<file path="src/rtl/conv_t3d_pkg.sv">
// Shared types and elaboration-time helpers for the 3D transposed-convolution tap scheduler.
// All functions are constant functions evaluated while parameters are resolved.
package conv_t3d_pkg;

    typedef enum logic [1:0] {
        ST_IDLE = 2'd0,
        ST_RUN  = 2'd1,
        ST_DONE = 2'd2
    } state_t;

    function automatic int out_size(input int in_s, input int str, input int pad,
                                    input int k, input int opad);
        return (in_s - 1) * str - 2 * pad + k + opad;
    endfunction

    function automatic int stride_log2(input int str);
        return $clog2(str);
    endfunction

    // Counter width able to hold n-1; never narrower than one bit.
    function automatic int cnt_w(input int n);
        return (n <= 2) ? 1 : $clog2(n);
    endfunction

    function automatic int temp_w(input int o, input int k, input int pad);
        return $clog2(((o > k) ? o : k) + pad) + 2;
    endfunction

    function automatic bit stride_ok(input int str);
        return (str == 1) || (str == 2) || (str == 4) || (str == 8);
    endfunction

    // The input index must also fit the positive range of the signed axis temp.
    function automatic bit axis_ok(input int in_s, input int str, input int pad,
                                   input int k, input int opad);
        int o;
        o = out_size(in_s, str, pad, k, opad);
        return stride_ok(str) && (opad >= 0) && (opad < str) && (pad >= 0) &&
               (in_s > 0) && (k > 0) && (o > 0) &&
               (in_s < (1 << (temp_w(o, k, pad) - 1)));
    endfunction

    function automatic bit fits(input longint n, input int aw);
        return n <= (longint'(1) << aw);
    endfunction

endpackage

</file>
<file path="src/rtl/conv_t3d_axis_map.sv">
// Maps one output coordinate and kernel offset onto an input coordinate for a
// strided, padded transposed convolution axis; off-grid or off-stride taps are invalid.
module conv_t3d_axis_map
    import conv_t3d_pkg::*;
#(
    parameter int IN  = 2,
    parameter int STR = 2,
    parameter int PAD = 1,
    parameter int O   = 4,
    parameter int K   = 3,
    parameter int OBW = cnt_w(O),
    parameter int KBW = cnt_w(K),
    parameter int TW  = temp_w(O, K, PAD)
) (
    input  logic [OBW-1:0] i_o,
    input  logic [KBW-1:0] i_k,
    output logic           o_valid,
    output logic [TW-1:0]  o_i
);

    localparam int            LS   = stride_log2(STR);
    localparam logic [TW-1:0] MASK = TW'(STR - 1);
    localparam logic [TW-1:0] IN_T = TW'(IN);

    logic signed [TW-1:0] w_t;
    logic signed [TW-1:0] w_q;
    logic                 w_valid;

    assign w_t = $signed(TW'(i_o)) + $signed(TW'(PAD)) - $signed(TW'(i_k));
    assign w_q = w_t >>> LS;

    // Negative t is rejected before the quotient is trusted as an index.
    assign w_valid = !w_t[TW-1] && ((w_t & MASK) == '0) && ($unsigned(w_q) < IN_T);

    assign o_valid = w_valid;
    assign o_i     = w_valid ? $unsigned(w_q) : '0;

endmodule

</file>
<file path="src/rtl/conv_t3d_tap_scheduler.sv">
// Loop-nest sequencer for the grouped 3D transposed convolution: streams one
// (input, weight, output) address triple per candidate tap over valid/ready.
module conv_t3d_tap_scheduler
    import conv_t3d_pkg::*;
#(
    parameter int C_IN   = 4,
    parameter int C_OUT  = 4,
    parameter int GROUPS = 2,
    parameter int IN_D   = 2,
    parameter int IN_H   = 3,
    parameter int IN_W   = 4,
    parameter int K_D    = 3,
    parameter int K_H    = 2,
    parameter int K_W    = 3,
    parameter int STR_D  = 2,
    parameter int STR_H  = 1,
    parameter int STR_W  = 2,
    parameter int PAD_D  = 1,
    parameter int PAD_H  = 0,
    parameter int PAD_W  = 1,
    parameter int OPAD_D = 1,
    parameter int OPAD_H = 0,
    parameter int OPAD_W = 1,
    parameter int AW     = 16
) (
    input  logic          clk,
    input  logic          rst_n,
    input  logic          start,
    input  logic          abort,
    output logic          busy,
    output logic          done,
    output logic          tap_valid,
    input  logic          tap_ready,
    output logic          tap_en,
    output logic          tap_last,
    output logic [AW-1:0] in_addr,
    output logic [AW-1:0] wt_addr,
    output logic [AW-1:0] out_addr
);

    localparam int ICG = C_IN / GROUPS;
    localparam int OCG = C_OUT / GROUPS;
    localparam int OD  = out_size(IN_D, STR_D, PAD_D, K_D, OPAD_D);
    localparam int OH  = out_size(IN_H, STR_H, PAD_H, K_H, OPAD_H);
    localparam int OW  = out_size(IN_W, STR_W, PAD_W, K_W, OPAD_W);

    localparam int G_W   = cnt_w(GROUPS);
    localparam int OCL_W = cnt_w(OCG);
    localparam int OD_W  = cnt_w(OD);
    localparam int OH_W  = cnt_w(OH);
    localparam int OW_W  = cnt_w(OW);
    localparam int ICL_W = cnt_w(ICG);
    localparam int KD_W  = cnt_w(K_D);
    localparam int KH_W  = cnt_w(K_H);
    localparam int KW_W  = cnt_w(K_W);
    localparam int TD_W  = temp_w(OD, K_D, PAD_D);
    localparam int TH_W  = temp_w(OH, K_H, PAD_H);
    localparam int TW_W  = temp_w(OW, K_W, PAD_W);

    localparam logic [G_W-1:0]   G_MAX   = G_W'(GROUPS - 1);
    localparam logic [OCL_W-1:0] OCL_MAX = OCL_W'(OCG - 1);
    localparam logic [OD_W-1:0]  OD_MAX  = OD_W'(OD - 1);
    localparam logic [OH_W-1:0]  OH_MAX  = OH_W'(OH - 1);
    localparam logic [OW_W-1:0]  OW_MAX  = OW_W'(OW - 1);
    localparam logic [ICL_W-1:0] ICL_MAX = ICL_W'(ICG - 1);
    localparam logic [KD_W-1:0]  KD_MAX  = KD_W'(K_D - 1);
    localparam logic [KH_W-1:0]  KH_MAX  = KH_W'(K_H - 1);
    localparam logic [KW_W-1:0]  KW_MAX  = KW_W'(K_W - 1);

    localparam bit PARAMS_OK =
        (GROUPS > 0) && (C_IN % GROUPS == 0) && (C_OUT % GROUPS == 0) &&
        axis_ok(IN_D, STR_D, PAD_D, K_D, OPAD_D) &&
        axis_ok(IN_H, STR_H, PAD_H, K_H, OPAD_H) &&
        axis_ok(IN_W, STR_W, PAD_W, K_W, OPAD_W) &&
        fits(longint'(C_IN) * IN_D * IN_H * IN_W, AW) &&
        fits(longint'(C_IN) * OCG * K_D * K_H * K_W, AW) &&
        fits(longint'(C_OUT) * OD * OH * OW, AW);

    if (!PARAMS_OK) begin : g_param_check
        $error("conv_t3d_tap_scheduler: illegal parameter combination");
    end

    state_t r_state;
    state_t w_state_nxt;
    logic   w_busy;
    logic   w_done;

    // The output-channel loop is kept as a (group, channel-in-group) pair,
    // which avoids dividing oc by OCG.
    logic [G_W-1:0]   r_g;
    logic [OCL_W-1:0] r_ocl;
    logic [OD_W-1:0]  r_od;
    logic [OH_W-1:0]  r_oh;
    logic [OW_W-1:0]  r_ow;
    logic [ICL_W-1:0] r_icl;
    logic [KD_W-1:0]  r_kd;
    logic [KH_W-1:0]  r_kh;
    logic [KW_W-1:0]  r_kw;

    logic          r_last_loaded;
    logic          r_tap_valid;
    logic          r_tap_en;
    logic          r_tap_last;
    logic [AW-1:0] r_in_addr;
    logic [AW-1:0] r_wt_addr;
    logic [AW-1:0] r_out_addr;

    logic w_g_max, w_ocl_max, w_od_max, w_oh_max, w_ow_max;
    logic w_icl_max, w_kd_max, w_kh_max, w_kw_max;
    logic w_cy_kh, w_cy_kd, w_cy_icl, w_cy_ow, w_cy_oh, w_cy_od, w_cy_ocl, w_cy_g;
    logic w_all_max;
    logic w_load;
    logic w_final;

    logic            w_vd, w_vh, w_vw, w_en;
    logic [TD_W-1:0] w_id;
    logic [TH_W-1:0] w_ih;
    logic [TW_W-1:0] w_iw;
    logic [AW-1:0]   w_oc, w_ic;
    logic [AW-1:0]   w_in_addr, w_wt_addr, w_out_addr;

    assign w_g_max   = (r_g   == G_MAX);
    assign w_ocl_max = (r_ocl == OCL_MAX);
    assign w_od_max  = (r_od  == OD_MAX);
    assign w_oh_max  = (r_oh  == OH_MAX);
    assign w_ow_max  = (r_ow  == OW_MAX);
    assign w_icl_max = (r_icl == ICL_MAX);
    assign w_kd_max  = (r_kd  == KD_MAX);
    assign w_kh_max  = (r_kh  == KH_MAX);
    assign w_kw_max  = (r_kw  == KW_MAX);

    // Carry into each loop level, innermost (kw) first.
    assign w_cy_kh   = w_kw_max;
    assign w_cy_kd   = w_cy_kh  & w_kh_max;
    assign w_cy_icl  = w_cy_kd  & w_kd_max;
    assign w_cy_ow   = w_cy_icl & w_icl_max;
    assign w_cy_oh   = w_cy_ow  & w_ow_max;
    assign w_cy_od   = w_cy_oh  & w_oh_max;
    assign w_cy_ocl  = w_cy_od  & w_od_max;
    assign w_cy_g    = w_cy_ocl & w_ocl_max;
    assign w_all_max = w_cy_g   & w_g_max;

    assign w_final = (r_state == ST_RUN) && r_last_loaded && r_tap_valid && tap_ready;
    assign w_load  = !abort &&
                     (((r_state == ST_IDLE) && start) ||
                      ((r_state == ST_RUN) && !r_last_loaded && (!r_tap_valid || tap_ready)));

    conv_t3d_axis_map #(
        .IN(IN_D), .STR(STR_D), .PAD(PAD_D), .O(OD), .K(K_D),
        .OBW(OD_W), .KBW(KD_W), .TW(TD_W)
    ) u_axis_d (
        .i_o(r_od), .i_k(r_kd), .o_valid(w_vd), .o_i(w_id)
    );

    conv_t3d_axis_map #(
        .IN(IN_H), .STR(STR_H), .PAD(PAD_H), .O(OH), .K(K_H),
        .OBW(OH_W), .KBW(KH_W), .TW(TH_W)
    ) u_axis_h (
        .i_o(r_oh), .i_k(r_kh), .o_valid(w_vh), .o_i(w_ih)
    );

    conv_t3d_axis_map #(
        .IN(IN_W), .STR(STR_W), .PAD(PAD_W), .O(OW), .K(K_W),
        .OBW(OW_W), .KBW(KW_W), .TW(TW_W)
    ) u_axis_w (
        .i_o(r_ow), .i_k(r_kw), .o_valid(w_vw), .o_i(w_iw)
    );

    assign w_en = w_vd & w_vh & w_vw;

    assign w_oc = AW'(r_g) * AW'(OCG) + AW'(r_ocl);
    assign w_ic = AW'(r_g) * AW'(ICG) + AW'(r_icl);

    assign w_in_addr  = ((w_ic * AW'(IN_D) + AW'(w_id)) * AW'(IN_H) + AW'(w_ih)) * AW'(IN_W)
                        + AW'(w_iw);
    assign w_wt_addr  = (((w_ic * AW'(OCG) + AW'(r_ocl)) * AW'(K_D) + AW'(r_kd)) * AW'(K_H)
                         + AW'(r_kh)) * AW'(K_W) + AW'(r_kw);
    assign w_out_addr = ((w_oc * AW'(OD) + AW'(r_od)) * AW'(OH) + AW'(r_oh)) * AW'(OW)
                        + AW'(r_ow);

    // NOTE: state and datapath registers use non-blocking assignments only.
    always_ff @(posedge clk or negedge rst_n) begin
        if (!rst_n) begin
            r_state <= ST_IDLE;
        end else begin
            r_state <= w_state_nxt;
        end
    end

    // NOTE: every output of this block gets a default first so no latch is inferred.
    always_comb begin
        w_state_nxt = r_state;
        w_busy      = 1'b0;
        w_done      = 1'b0;
        case (r_state)
            ST_IDLE: begin
                if (start) w_state_nxt = ST_RUN;
            end
            ST_RUN: begin
                w_busy = 1'b1;
                if (w_final) w_state_nxt = ST_DONE;
            end
            ST_DONE: begin
                w_done      = 1'b1;
                w_state_nxt = ST_IDLE;
            end
            default: w_state_nxt = ST_IDLE;
        endcase
        if (abort) w_state_nxt = ST_IDLE;
    end

    // Counters wrap to zero together after the final tap, so IDLE always starts clean.
    always_ff @(posedge clk or negedge rst_n) begin
        if (!rst_n) begin
            r_g   <= '0;
            r_ocl <= '0;
            r_od  <= '0;
            r_oh  <= '0;
            r_ow  <= '0;
            r_icl <= '0;
            r_kd  <= '0;
            r_kh  <= '0;
            r_kw  <= '0;
        end else if (abort) begin
            r_g   <= '0;
            r_ocl <= '0;
            r_od  <= '0;
            r_oh  <= '0;
            r_ow  <= '0;
            r_icl <= '0;
            r_kd  <= '0;
            r_kh  <= '0;
            r_kw  <= '0;
        end else if (w_load) begin
            r_kw <= w_kw_max ? '0 : r_kw + KW_W'(1);
            if (w_cy_kh)  r_kh  <= w_kh_max  ? '0 : r_kh  + KH_W'(1);
            if (w_cy_kd)  r_kd  <= w_kd_max  ? '0 : r_kd  + KD_W'(1);
            if (w_cy_icl) r_icl <= w_icl_max ? '0 : r_icl + ICL_W'(1);
            if (w_cy_ow)  r_ow  <= w_ow_max  ? '0 : r_ow  + OW_W'(1);
            if (w_cy_oh)  r_oh  <= w_oh_max  ? '0 : r_oh  + OH_W'(1);
            if (w_cy_od)  r_od  <= w_od_max  ? '0 : r_od  + OD_W'(1);
            if (w_cy_ocl) r_ocl <= w_ocl_max ? '0 : r_ocl + OCL_W'(1);
            if (w_cy_g)   r_g   <= w_g_max   ? '0 : r_g   + G_W'(1);
        end
    end

    always_ff @(posedge clk or negedge rst_n) begin
        if (!rst_n) begin
            r_last_loaded <= 1'b0;
            r_tap_valid   <= 1'b0;
            r_tap_en      <= 1'b0;
            r_tap_last    <= 1'b0;
            r_in_addr     <= '0;
            r_wt_addr     <= '0;
            r_out_addr    <= '0;
        end else if (abort) begin
            r_last_loaded <= 1'b0;
            r_tap_valid   <= 1'b0;
            r_tap_en      <= 1'b0;
            r_tap_last    <= 1'b0;
            r_in_addr     <= '0;
            r_wt_addr     <= '0;
            r_out_addr    <= '0;
        end else if (w_load) begin
            r_last_loaded <= w_all_max;
            r_tap_valid   <= 1'b1;
            r_tap_en      <= w_en;
            r_tap_last    <= w_cy_ow;
            r_in_addr     <= w_en ? w_in_addr : '0;
            r_wt_addr     <= w_en ? w_wt_addr : '0;
            r_out_addr    <= w_out_addr;
        end else if (w_final) begin
            r_last_loaded <= 1'b0;
            r_tap_valid   <= 1'b0;
        end
    end

    assign busy      = w_busy;
    assign done      = w_done;
    assign tap_valid = r_tap_valid;
    assign tap_en    = r_tap_en;
    assign tap_last  = r_tap_last;
    assign in_addr   = r_in_addr;
    assign wt_addr   = r_wt_addr;
    assign out_addr  = r_out_addr;

endmodule

</file>
<file path="config.mk">
export PLATFORM = sky130hd
export DESIGN_NAME = conv_t3d_tap_scheduler
export DESIGN_NICKNAME = d
export VERILOG_FILES = /design/src/rtl/conv_t3d_pkg.sv /design/src/rtl/conv_t3d_axis_map.sv /design/src/rtl/conv_t3d_tap_scheduler.sv
export SDC_FILE = /design/constraint.sdc
export NUM_CORES = 1
export LEC_CHECK = 0
export ABC_AREA = 1
export CAP_MARGIN = 10
export CORE_ASPECT_RATIO = 1.75
export CORE_MARGIN = 5
export CORE_UTILIZATION = 35
export DETAILED_ROUTE_END_ITERATION = 8
export GPL_TIMING_DRIVEN = 1
export SLEW_MARGIN = 10
export SYNTH_ARGS = -nofsm -noshare
export SYNTH_HDL_FRONTEND = slang
export SYNTH_SLANG_ARGS = --single-unit
</file>
<file path="constraint.sdc">
create_clock -name clk -period 5.4 [get_ports clk]
set_clock_uncertainty 0.05 [all_clocks]
set_input_delay 1.08 -clock clk [delete_from_list [all_inputs] [get_ports clk]]
set_output_delay 1.08 -clock clk [all_outputs]
set_load 0.05 [all_outputs]
</file>
==> flow_summary.toml, run 1 <==
[global_routing]
grt_pass1_wl_um = 13500
track_usage = 0.138
grt_pass1_vias = 2899
antenna_found_initial = 0
grt_max_degree = 50
grt_overflow = 0

[worst_setup_path]
start_kind = "flip-flop"
critPathLaunch = "r_od[0]"
critPathRequiredTime_ns = 5.53
worst-setup-path-type = "reg -> reg"
worst_ep_arrival_time_ns = 3.97
crit_path_end_kind = "flip-flop"
r2r-start = "r_od[0]"
critical_path_peak_fanout = 5

[place]
place_congestion = 0.832
placed_cell_area_um2 = 3990
dp_hpwl_um = 6290
dpl.cell_count = 586
io_buffers = 37

[power]
p_per_area_nw_per_um2 = 307
vdd_ir_drop_max_mv = 0.206
power_w = 0.00129
leakage_nw = 2.18

[detailed_routing]
wl_met3_um = 250
top_layer = "met4"
drc = 0
wl_met2_um = 4470
wl_per_cell_um = 13.3
drt_iter0_markers = 152
drtPass1Iterations = 4
drt_wl_total_um = 7880
viasPerCell = 4.65
m1WireLength_um = 2940
ant_nets = 0
vias = 2762

[cells_and_area]
n_antenna_cell = 0
drive_above_1_share = 0.0554
multiInputGateArea_um2 = 2000
post-route-util = 0.425
nFillCells = 1034
area_growth_pct = 18.8
fin_cells = 594
most-common-layout-cells = "92 x nand2_1, 60 x inv_1, 49 x dfrtp_1"
final_common_cell = "nand2_1"
fin_area_um2 = 4190
seqCellArea_um2 = 1230
nets = 526

[clocking]
cts_tree = "built"
cts-root-buf = "clkbuf_16"
htree_levels = 2
cts_resized = 0
insertion_delay_ns = 0.30
post-cts-setup-buffer-count = 0
cts_max_path_buffers = 2
clkSlewWorstSetupHoldPaths_ns = 0.07
cts_sinks = 49
cts_buffers = 5
holdBufCountCts = 0

[floorplanning]
die_x_um = 85.8
die_h_um = 143
coreArea_um2 = 9850
die_area_um2 = 12200
start_util = 0.358
io_pins = 58
rows = 48

[sta]
max_slew_margin = 0.560
fmax_ghz = 0.260
fin_crit_sh = 0.711
grt_setup_unrepaired = "false"
setup_viol = 0
drv_slew = 0
tightest_slew_ns = 0.661
fin_crit_ns = 3.84
hold_viol = 0
setup_tns_ns = 0

[min_path]
hold_start = "tap_last"
worstHoldPathType = "reg -> reg"

[synthesis]
ys.flop_type = "dfrtp_1"
synth_cell_types = 32
yosys_warnings = 0
seq_area_frac_synth = 0.348
syn_area_um2 = 3520
avgSynthCellArea_um2 = 8.45
synth_edf_count = 0
async_reset_ff_frac = 1.00
syn_inst = 417
synth-seq-cells = 49

[outcome]
status = "completed"

[run]
cap_violations = 0
-- metrics by stage --
step	hold slack [ns]	worst slack, ns
detailed placement	0.415	1.55
finish	0.429	1.56
global route	0.456	1.28
floorplan	0.417	1.80
global placement	0.413	1.71
CTS	0.435	1.52
-- Yosys cell counts, types with 2 or more instances --
cell type | instances | area [um2]
a21oi_1 | 14 | 70.1
a22o_1 | 2 | 17.5
buf_2 | 3 | 15.0
buf_4 | 20 | 150
conb_1 | 2 | 7.51
dfrtp_1 | 49 | 1230
fa_1 | 13 | 260
ha_1 | 40 | 500
inv_1 | 60 | 225
inv_2 | 2 | 7.51
nand2_1 | 92 | 345
nand2_2 | 5 | 31.3
nand3_1 | 27 | 135
nand3b_1 | 2 | 15.0
nand4_1 | 12 | 75.1
nor2_1 | 21 | 78.8
nor2_4 | 2 | 22.5
nor3_1 | 3 | 15.0
o21ai_0 | 24 | 120
o21ai_1 | 4 | 20.0
o21ai_2 | 3 | 26.3
xnor2_1 | 6 | 52.6
xor2_1 | 2 | 17.5
-- worst max-delay path: stages (launching register included) --
cell and delay [ns]:
dfrtp_1 0.45, ha_1 0.33, inv_1 0.06, fa_1 0.41, ha_1 0.28, inv_1 0.05
nor2_1 0.04, nand3_1 0.09, nor2_1 0.08, fa_1 0.51, ha_1 0.19, inv_1 0.06
fa_1 0.39, xnor2_1 0.14, ha_1 0.29, inv_1 0.09, xor2_1 0.13, o21ai_1 0.08
-- sequential cells by signal (all words and copies together), names as in the netlist, 2 cells and up --
| name | flops |
|---|---|
| wt_addr | 8 |
| r_ow | 3 |
| r_kd | 2 |
| r_od | 2 |
| r_oh | 2 |
| out_addr | 9 |
| r_kw | 2 |
| r_state | 2 |
| in_addr | 11 |
-- area by class of cell --
class	count	share of cell area
sequential	49	0.293
clock buffer	5	0.0299
timing repair buffer	39	0.0909
tap	125	0.0374
clock inverter	3	0.0164
inverter	62	0.0556
multi-input combinational	311	0.477
-- kinds of logic (layout without fill, tap and decap cells) --
family          Yosys count  count (layout)  share of synthesized area
compound gates           53              53                     0.0910
xor+xnor                  8               8                     0.0199
fa+ha+maj                53              53                      0.216
buf+inv                  87             109                      0.117
flops                    49              49                      0.348
other cells               2              32                    0.00213
simple gates            165             165                      0.206
-- metal layers --
layer,GRT usage,vias to the layer above
met5,0,-
met4,0.0592,0
met3,0.0179,14
met2,0.270,50
met1,0.143,1302
li1,-,1396
-- path summary, 6_finish.rpt --
path                          endpoint  slack (ns)  cells after the start
hold reg to reg               tap_last        0.43                      2
hold / removal                tap_last        0.43                      2
setup / recovery            in_addr[5]        1.56                     17
max in group asynchronous   wt_addr[5]        4.01                      2
setup reg to reg            in_addr[5]        1.56                     17
min in group asynchronous  out_addr[4]        0.83                      2
-- power by group --
| part | total [W] | switching, W | internal, W |
|---|---|---|---|
| logic | 0.000455 | 0.000315 | 0.000140 |
| clock network | 0.000418 | 0.000150 | 0.000267 |
| registers | 0.000413 | 0.0000226 | 0.000390 |
| total | 0.00129 | 0.000488 | 0.000797 |
Power figures use the tool's default switching activity.
==> inputs of run 2 (changes only) <==
==> constraint.sdc (replaced) <==
create_clock -name clk -period 4 [get_ports clk]
set_clock_uncertainty 0.05 [all_clocks]
set_input_delay 0.8 -clock clk [delete_from_list [all_inputs] [get_ports clk]]
set_output_delay 0.8 -clock clk [all_outputs]
set_load 0.05 [all_outputs]
==> run 2 against run 1 <==
Sequential share of layout area up 0.11 points; core utilization down 0.11 points; count of clock-buffer cells in the layout is the same; clock power increased by 17%; final area down 0.27%; register-to-register slack got worse by 1.4 ns; flip-flop and latch count unchanged; worst setup slack got worse by 1.4 ns; final cell count increased by 0.17%; sequential power increased by 35%; worst hold slack gained 0.0018 ns; combinational power is 35% higher; critical path type unchanged; highest routed layer unchanged.
==> flow_summary.toml, run 2 (synthesis gave the netlist of run 1 again) <==
[cells_and_area]
largest_reg_flops = 11
nets = 527
final_common_cell = "nand2_1"
area_growth_pct = 18.5
drive_above_1_share = 0.0617
n_antenna_cell = 0
most-common-layout-cells = "92 x nand2_1, 60 x inv_1, 48 x dfrtp_1"

[detailed_routing]
drt_wl_total_um = 7730
wl_per_cell_um = 13.0
vias = 2757
ant_nets = 0
drc = 0
drt_iter0_markers = 107
viasPerCell = 4.63
drtPass1Iterations = 4

[global_routing]
antenna_found_initial = 0
grt_pass1_wl_um = 13200
grt_max_degree = 27
grt_pass1_vias = 2965
track_usage = 0.134
grt_overflow = 0

[place]
io_buffers = 37
dp_hpwl_um = 6310
place_congestion = 0.825

[min_path]
hold_start = "in_addr[2]"
holdPathEnd = "in_addr[2]"
worstHoldPathType = "reg -> reg"
whs_path_depth = 2

[sta]
max_slew_margin = 0.602
setup_tns_ns = 0
tightest_slew_ns = 0.596
setup_viol = 0
fin_crit_sh = 0.953
hold_ws_ns = 0.431
fmax_ghz = 0.262
hold_viol = 0
fin_crit_ns = 3.81
drv_slew = 0
grt_setup_unrepaired = "false"

[clocking]
htree_levels = 2
insertion_delay_ns = 0.29
cts_tree = "built"
clkSlewWorstSetupHoldPaths_ns = 0.07
cts_buffers = 5
cts_max_path_buffers = 2
cts_sinks = 49
cts-root-buf = "clkbuf_16"

[floorplanning]
die_area_um2 = 12200
rows = 48
io_pins = 58
start_util = 0.358
die_x_um = 85.8
coreArea_um2 = 9850
die_h_um = 143

[worst_setup_path]
critPathRequiredTime_ns = 4.12
r2r_cells = 17
critPathLaunch = "r_od[0]"
crit_path_end_kind = "flip-flop"
r2r_end = "in_addr[5]"
start_kind = "flip-flop"
r2r_setup_slack_ns = 0.19
worst_ep_arrival_time_ns = 3.94
worst-setup-path-type = "reg -> reg"
r2r-start = "r_od[0]"
critical_path_peak_fanout = 5

[power]
p_per_area_nw_per_um2 = 399
vdd_ir_drop_max_mv = 0.306
leakage_nw = 2.17
power_w = 0.00166

[outcome]
status = "completed"

[run]
cap_violations = 0
[run 2: layer usage]
layer | share of wire | global-route usage
met1 | 0.36 | 0.131
met2 | 0.58 | 0.274
met3 | 0.031 | 0.0196
met4 | 0.019 | 0.0484
met5 | 0 | 0
[run 2: how the worst max path moves through the flow]
stage                       to  slack, ns  cells after the start
global route        in_addr[5]      0.009                     17
floorplan           in_addr[5]       0.40                     17
global placement    in_addr[5]       0.31                     17
detailed placement  in_addr[5]       0.16                     17
CTS                 in_addr[5]       0.14                     17
finish              in_addr[5]       0.19                     17
[run 2: report_power, final]
| part | switching [W] | total, W | internal, W |
|---|---|---|---|
| Sequential | 0.0000315 | 0.000559 | 0.000527 |
| Clock | 0.000195 | 0.000491 | 0.000296 |
| Combinational | 0.000421 | 0.000614 | 0.000193 |
[run 2: final cells by class]
cell class              instances  area, um2
multi-input cells             311       2000
well taps                     125        156
clock buffers                   5        125
clock inverters                 3       46.3
fillers                      1008       5680
repair buffers                 40        388
flip-flops and latches         49       1230
inverters                      62        233
[run 2: repair_timing]
item / CTS / global route
gates resized for setup: 0 / 2
setup endpoints to repair: 0 / 1
buffers inserted: 0 / 0
hold buffers: 0 / 0
[run 2: through the flow]
step | worst slack (ns) | util | area, um2 | cells
floorplan | 0.400 | - | 3630 | 447
global placement | 0.308 | 0.406 | 4000 | 587
detailed placement | 0.158 | 0.406 | 4000 | 587
CTS | 0.135 | 0.423 | 4170 | 595
global route | 0.00864 | 0.424 | 4170 | 595
finish | 0.188 | 0.424 | 4170 | 595
[run 2: critical path: stages (launching register included)]
cell     delay [ns]
dfrtp_2        0.45
ha_1           0.31
inv_1          0.06
fa_1           0.40
ha_1           0.28
inv_1          0.05
nor2_1         0.03
nand3_1        0.09
nor2_1         0.08
fa_1           0.52
ha_2           0.20
inv_1          0.06
fa_1           0.39
xnor2_1        0.14
ha_1           0.28
inv_1          0.08
xor2_1         0.13
o21ai_1        0.09
==> inputs of run 3 (changes only) <==
--- a/config.mk
+++ b/config.mk
@@ -10,6 +10,7 @@
 export CORE_ASPECT_RATIO = 1.75
 export CORE_MARGIN = 5
 export CORE_UTILIZATION = 35
+export CTS_CLUSTER_SIZE = 8
 export DETAILED_ROUTE_END_ITERATION = 8
 export GPL_TIMING_DRIVEN = 1
 export SLEW_MARGIN = 10
==> results of run 3 <==
Final layout, timing and power as in run 2 (identical DEF).
